==> config.mk <==
export PLATFORM = sky130hd
export DESIGN_NAME = dm_hart_status
export DESIGN_NICKNAME = d
export VERILOG_FILES = /design/src/rtl/dm_hart_status.sv
export SDC_FILE = /design/constraint.sdc
export NUM_CORES = 1
export LEC_CHECK = 0
export CORE_ASPECT_RATIO = 0.6
export CORE_UTILIZATION = 35
export DETAILED_ROUTE_END_ITERATION = 16
export PLACE_DENSITY_LB_ADDON = 0.15
export SLEW_MARGIN = 20
export SYNTH_ARGS = -nofsm -noshare
export SYNTH_HDL_FRONTEND = slang
export SYNTH_SLANG_ARGS = --single-unit
==> constraint.sdc <==
create_clock -name clk_i -period 2.04 [get_ports clk_i]
set_input_delay 0.408 -clock clk_i [delete_from_list [all_inputs] [get_ports clk_i]]
set_output_delay 0.408 -clock clk_i [all_outputs]
set_load 0.005 [all_outputs]
==> src/rtl/dm_hart_status.sv <==
// dm_hart_status
//   Per-hart run-control status tracker for the debug module. It keeps the
//   sticky havereset and resumeack bits for each hart. It runs the
//   resume-request handshake toward the harts. It also registers the DMSTATUS
//   view of the hart selected by hartsel_i.
//
// Ports
//   clk_i           sole clock, rising edge
//   rst_i           synchronous active-high reset
//   dmactive_i      DMCONTROL.dmactive; 0 clears all state like rst_i
//   hartsel_i       selected hart index (HSELW bits)
//   resumereq_i     one-cycle resume request pulse for hartsel_i
//   ackhavereset_i  one-cycle havereset acknowledge pulse for hartsel_i
//   hart_halted_i   per-hart halted level
//   hart_running_i  per-hart running level
//   hart_unavail_i  per-hart unavailable level
//   hart_reset_i    per-hart "was reset" level or pulse
//   resume_req_o    per-hart resume request, held until the hart runs
//   dmstatus_o      registered DMSTATUS word
//
// Per-hart FSM
//   state    | meaning
//   IDLE     | no resume outstanding
//   RESUMING | resume_req_o asserted, waiting for the hart to report running
module dm_hart_status #(
  parameter int NHARTS          = 4,
  parameter int HSELW           = 4,
  parameter bit IMPEBREAK       = 1'b0,
  parameter bit HASRESETHALTREQ = 1'b0
) (
  input  logic              clk_i,
  input  logic              rst_i,
  input  logic              dmactive_i,
  input  logic [HSELW-1:0]  hartsel_i,
  input  logic              resumereq_i,
  input  logic              ackhavereset_i,
  input  logic [NHARTS-1:0] hart_halted_i,
  input  logic [NHARTS-1:0] hart_running_i,
  input  logic [NHARTS-1:0] hart_unavail_i,
  input  logic [NHARTS-1:0] hart_reset_i,
  output logic [NHARTS-1:0] resume_req_o,
  output logic [31:0]       dmstatus_o
);

  typedef enum logic {IDLE, RESUMING} state_t;

  localparam logic [31:0] STATUS_RST = {9'b0, IMPEBREAK, 14'b0, 1'b1, 1'b0,
                                        HASRESETHALTREQ, 1'b0, 4'd3};

  state_t            state_q [NHARTS];
  state_t            state_d [NHARTS];
  logic [NHARTS-1:0] havereset_q, havereset_d;
  logic [NHARTS-1:0] resumeack_q, resumeack_d;
  logic [NHARTS-1:0] sel_hit;
  logic [NHARTS-1:0] eff_halted, eff_running;
  logic              clear;
  logic              nonexist;
  logic              sel_hr, sel_ra, sel_un, sel_run, sel_hal;
  logic [31:0]       status_d;

  assign clear = rst_i | ~dmactive_i;

  // sel_hit is one-hot for an implemented hart and all-zero otherwise, so an
  // out-of-range hartsel_i can never reach per-hart state.
  always_comb begin
    sel_hit = '0;
    for (int h = 0; h < NHARTS; h++) begin
      sel_hit[h] = (hartsel_i == HSELW'(h));
    end
  end

  assign nonexist    = (hartsel_i >= HSELW'(NHARTS));
  assign eff_halted  = hart_halted_i & ~hart_unavail_i;
  assign eff_running = hart_running_i & ~hart_halted_i & ~hart_unavail_i;

  always_comb begin
    havereset_d = havereset_q;
    resumeack_d = resumeack_q;
    for (int h = 0; h < NHARTS; h++) begin
      state_d[h] = state_q[h];
      case (state_q[h])
        IDLE: begin
          if (resumereq_i && sel_hit[h] && eff_halted[h]) begin
            state_d[h]     = RESUMING;
            resumeack_d[h] = 1'b0;
          end
        end
        RESUMING: begin
          if (eff_running[h]) begin
            state_d[h]     = IDLE;
            resumeack_d[h] = 1'b1;
          end
        end
        default: state_d[h] = IDLE;
      endcase
      // A new reset report takes priority over a same-cycle acknowledge.
      if (hart_reset_i[h]) begin
        havereset_d[h] = 1'b1;
      end else if (ackhavereset_i && sel_hit[h]) begin
        havereset_d[h] = 1'b0;
      end
    end
  end

  always_ff @(posedge clk_i) begin
    if (clear) begin
      for (int h = 0; h < NHARTS; h++) begin
        state_q[h] <= IDLE;
      end
      havereset_q <= '0;
      resumeack_q <= '0;
    end else begin
      for (int h = 0; h < NHARTS; h++) begin
        state_q[h] <= state_d[h];
      end
      havereset_q <= havereset_d;
      resumeack_q <= resumeack_d;
    end
  end

  always_comb begin
    resume_req_o = '0;
    for (int h = 0; h < NHARTS; h++) begin
      resume_req_o[h] = (state_q[h] == RESUMING);
    end
  end

  // Only one hart is ever selected, so each any* bit mirrors its all* bit.
  assign sel_hr  = |(havereset_q & sel_hit);
  assign sel_ra  = |(resumeack_q & sel_hit);
  assign sel_un  = |(hart_unavail_i & sel_hit);
  assign sel_run = |(eff_running & sel_hit);
  assign sel_hal = |(eff_halted & sel_hit);

  assign status_d = {9'b0, IMPEBREAK, 2'b0,
                     {2{sel_hr}}, {2{sel_ra}}, {2{nonexist}},
                     {2{sel_un}}, {2{sel_run}}, {2{sel_hal}},
                     1'b1, 1'b0, HASRESETHALTREQ, 1'b0, 4'd3};

  always_ff @(posedge clk_i) begin
    if (clear) begin
      dmstatus_o <= STATUS_RST;
    end else begin
      dmstatus_o <= status_d;
    end
  end

endmodule

; ---- Yosys cells after proc, flatten, opt, wreduce, memory -nomap -nowiden
; Memory sizes are Yosys's and may differ from the RTL's.
; Index checks and enable logic that the tools add are counted.
[op_classes]
reduce_logical = 26
eq_ne = 11
mux = 39
n_bitwise = 20
n_lt_le_gt_ge = 1
[op_table]
columns = operator, n
row1 = AND 4 bit, 8
row2 = two-way mux 1 bit, 31
row3 = OR reduction 4 bit, 5
row4 = case mux 1 bit (2 select lines), 8
row5 = logical AND 1 bit, 12
row6 = == test 4 x 2 -> 1 bit (second input constant), 2
row7 = inequality test 2 x 1 -> 1 bit (second input constant), 4
row8 = inequality test 2 bit (second input constant), 4
row9 = inverter 4 bit, 2
row10 = AND reduction 2 bit, 4
row11 = nonzero test 2 bit, 4
row12 = inverter 1 bit, 5
row13 = OR 1 bit, 5
row14 = == test 4 x 1 -> 1 bit (second input constant), 1
row15 = >= comparator 4 x 3 -> 1 bit (second input constant), 1
row16 = zero test 4 bit, 1
[totals]
ram_bits = 4
mem_count = 1
elab_cells = 108
in_bits = 25
register_bits = 39
[memory_table]
columns = name, words, word_bits, rd, rd_ports_with_merged_regs, write_ports, line
row1 = state_q, 4, 1, 4, 0, 4, 50  ; state_t state_q [NHARTS];

; ---- Logic depth before layout (Yosys ltp)
[depth]
depth_word = 6
mapped_depth = 4
mapped_depth_nobuf = 3

; ---- Worst setup path before layout
; No wires, ideal clock.
[synth_timing]
kind = in2reg
from = in hartsel_i[0]
to = reg resumeack_q[2]
setup_time_ns = 0.115
path_slack_ns = 0.764
cell_stages = 3
t_arrival_ns = 1.160
cell_sequence = nor4b_4 -> nand4b_1 -> a31o_1
[synth_between]
elab_chain_cells = 5
[synth_rtl]
columns = item, line
row1 = start: declaration, 34  ; input logic [HSELW-1:0] hartsel_i,
row2 = == test 4 x 2 -> 1 bit, 68  ; sel_hit[h] = (hartsel_i == HSELW'(h));
row3 = logical AND 1 bit (2 in a row), 83  ; if (resumereq_i && sel_hit[h] && eff_halted[h]) begin
row4 = inequality test 2 bit (no line), --
row5 = AND reduction 2 bit (no line), --
row6 = end signal: assignment, 117  ; resumeack_q <= resumeack_d;
row7 = end: declaration, 53  ; logic [NHARTS-1:0] resumeack_q, resumeack_d;
; Every way passes these cells.
; A chain may end at the register's enable or synchronous reset.

; ---- Final worst setup path
[layout_timing]
from = in hartsel_i[3]
to = reg resumeack_q[1]
[layout_between]
elab_chain_cells = 5
[layout_rtl]
columns = item, line
row1 = == test 4 x 1 -> 1 bit, 68
row2 = logical AND 1 bit (2 in a row), 83
row3 = inequality test 2 bit (no line), --
row4 = AND reduction 2 bit (no line), --
; Every way passes these cells.

==> key figures <==
Timing
  • Final Cycle Share: roughly four fifths
  • Setup Skew: 0.005488 ns
  • Final min period: 1.659 ns
  • Max-slew violations: 0
  • RSZ-0062 raised after global routing: no
  • Final Hold Viols: 0
  • PnR worst setup slack: 0.3812 ns
  • Fmax: 0.6029 GHz
  • Setup_tns: 0 ns
  • Final Setup Violations: 0

Pwr
  • Combinational share of power: 16.2%
  • Clock power share: 34.6%
  • Switching Share: 24.01%
  • Max VDD drop: 0.2592 mV
  • Reg power frac: 49.1%
  • Sw Pwr: 0.0001761 W
  • Int Power: roughly 0.00056 W
  • Leak pwr: between 0.5 and 0.6 nW
  • Power Density: 516.9 mW/mm²

Critical path
  • Worst path bufs/invs: 1
  • Reg-to-Reg End: state_q[0]
  • Setup CP Type: input pin to register
  • CP peak stage delay: around 0.56 ns
  • Critical Path AT: 1.81 ns
  • Critical Path End Type: register
  • R2r startpoint: state_q[0]
  • CP top delay family: simple AND/OR/NAND/NOR gates
  • R2R Setup Slk: between 0.8 and 0.9 ns
  • Worst R2R Path Depth: 3
  • CP max-delay cell: clkdlybuf4s50_1
  • Startpoint types: input pin
  • CP Max Fanout: 7
  • WP data required: 2.19 ns
  • Cell Chain, Critical Path: clkdlybuf4s50_1 -> nor4b_4 -> nand2_1 -> a31o_1

Global route
  • Gr ovfl total: 0
  • Vias in the first global route: 794
  • Largest net degree at the start of global routing: 12
  • Antenna violations before repair: 0
  • GRT Util Overall: 15.58%
  • Global-route wire length before repair: around 3.7 mm

Place
  • DP HPWL: 1.859 mm
  • Setup WS pre-CTS: around 0.12 ns
  • GP Congestion: 0.7592
  • Input/output buffers: 40
  • Cells after DPL: 186

Routing
  • Antenna-violating nets left: 0
  • Via Count: 901
  • Initial DRT Pass Iterations: 4
  • Drt initial violations: 59
  • DRC Markers: 0
  • Via density: 4.767
  • WL per Instance: 12.33 µm
  • WL final: approximately 2.3 mm

Job
  • Number of max-cap violations: 0

Final layout
  • Filler cell count: roughly 290
  • Post-Layout Cell Count: 189
  • Util after Layout: 49.09%
  • Share of cells above drive strength 1: 6.803%
  • Area Growth Syn to Fin: 32.94%
  • # diodes: 0
  • Final nets: 174

Yosys
  • Synth unique cells: 30
  • Sequential fraction of the synthesis area: 33.76%
  • Post-synth top flop: dfxtp_1
  • Number of enable flip-flop cells after synthesis: 0
  • Synth top area share: roughly 34%
  • Mean Syn Cell Area: approximately 9.3 µm²
  • Post-Syn Area: 0.001067 mm²
  • Synth warn: 0
  • Commonest cells in the netlist: 30 x buf_4, 18 x dfxtp_1, 8 x a21oi_1, 8 x a22oi_1
  • Most numerous cell in the Yosys netlist: buf_4
  • Mapped Cells: 115
  • Synth area leaders: dfxtp_1 34%, buf_4 21%, a22oi_1 5.6%
  • Ys async rst share: 0%
  • Area leader, netlist: dfxtp_1
  • Synth Register Bits: 18

Floorplanning
  • Initial Util: a little under two fifths
  • Die area: 0.003282 mm²
  • Num ports: 61
  • Core Footprint: 0.002890 mm²
  • Num rows: 15
  • Die Y: 44.78 µm
  • Die width: 73.29 µm

CTS
  • Hold-fix buffers at CTS: 0
  • # H-tree levels: 1
  • Clk_lat worst skew: ~0.26 ns
  • Clk sinks: 18
  • TritonCTS Buffers: 3
  • CTS Buffer Depth: 2
  • CTS tree: yes
  • Clock slew at reported path FFs: 0.07 ns
  • CTS root buf: clkbuf_8
  • Post-CTS sizing: 0
  • Setup bufs post-CTS: 0

Worst hold path
  • Worst min path class: register to register
  • Hold Crit Start: resumeack_q[0]
  • WHS Endpoint: resumeack_q[0]
  • Hold Path Cell Cnt: 2

Run status
  • Status: complete, no violations
[stage by stage]
| step | power (W) | instance area, µm² | hold WS, ns |
|---|---|---|---|
| after floorplan | 0.0004395 | 1135 | 0.4491 |
| after global routing | 0.0007599 | 1419 | 0.5150 |
| after detailed placement | 0.0004865 | 1378 | 0.4736 |
| after CTS | 0.0007315 | 1419 | 0.4832 |
| final | 0.0007334 | 1419 | 0.4816 |
| after global placement | 0.0004858 | 1378 | 0.4638 |
[how the worst max path moves through the flow]
| stage | endpoint | start | slack, ns | cells after the start |
|---|---|---|---|---|
| floorplan | resumeack_q[2] | hartsel_i[0] | 0.76 | 3 |
| global placement | resumeack_q[0] | hartsel_i[1] | 0.15 | 4 |
| detailed placement | resumeack_q[1] | hartsel_i[3] | 0.12 | 4 |
| CTS | resumeack_q[1] | hartsel_i[3] | 0.39 | 4 |
| global route | dmstatus_o[11] | hartsel_i[3] | 0.25 | 4 |
| finish | resumeack_q[1] | hartsel_i[3] | 0.38 | 4 |
[per-layer routing]
| metal | track usage (%) | wire length [µm] | up-vias | part of all wire, % |
|---|---|---|---|---|
| met5 | 0 | 0 | - | 0 |
| met1 | 20.96 | 1197 | 435 | 51 |
| li1 | - | - | 430 | - |
| met4 | 5.000 | 11 | 0 | 0.47 |
| met3 | 6.920 | 148 | 2 | 6.4 |
| met2 | 22.41 | 973 | 34 | 42 |
[power by group through the flow]
stage / Sequential, W / Clock (W) / Combinational [W]
floorplan: 0.000368 / 0 / 0.0000716
global placement: 0.000368 / 0 / 0.000118
detailed placement: 0.000368 / 0 / 0.000118
CTS: 0.000360 / 0.000252 / 0.000119
global route: 0.000361 / 0.000268 / 0.000131
finish: 0.000360 / 0.000254 / 0.000119
[registers in the layout, indices dropped and copies added, names as in the netlist]
register	cells
dmstatus_o	6
havereset_q	4
resumeack_q	4
state_q	4
[worst register-to-register path, delay by kind of cell (launching register included)]
family,cells,cell delay (ns)
AND/OR/NAND/NOR,2,0.66
AO/OA/AOI/OAI,1,0.15
flip-flops,1,0.34
[placed cells by master (no fill, tap or decap), types with 2 or more instances in the layout]
cell / netlist / layout
inv_1: 2 / 2
nor2_1: 2 / 2
nor4b_4: 2 / 2
nor2b_1: 2 / 2
o21a_1: 4 / 4
nand2b_1: 4 / 4
dfxtp_1: 18 / 18
nand3b_1: 2 / 2
clkbuf_8: 0 / 3
a22oi_1: 8 / 8
nor4bb_1: 2 / 2
conb_1: 2 / 20
nor3b_1: 4 / 4
buf_4: 30 / 3
a21oi_1: 8 / 8
and3_1: 3 / 3
nand2_1: 3 / 3
clkdlybuf4s50_1: 0 / 40
a21boi_1: 3 / 3
a31o_1: 3 / 3
[layout make-up]
cell class	instances	area [µm²]	share of cell area, %
multi-input cells	81	534.3	37.65
inverters	2	7.507	0.5291
flip-flops and latches	18	360.3	25.40
repair buffers	43	422.9	29.81
well taps	42	52.55	3.704
clock buffers	3	41.29	2.910
[cell families (layout without fill, tap and decap cells)]
group,count (synthesis),after routing,share of synthesized area (%)
flip-flops,18,18,33.76
AO/OA/AOI/OAI,31,31,19.93
AND/OR/NAND/NOR,30,30,23.10
buffers and inverters,34,48,22.51
other,2,20,0.7037
No activity file was read; power rests on OpenSTA's default activity.
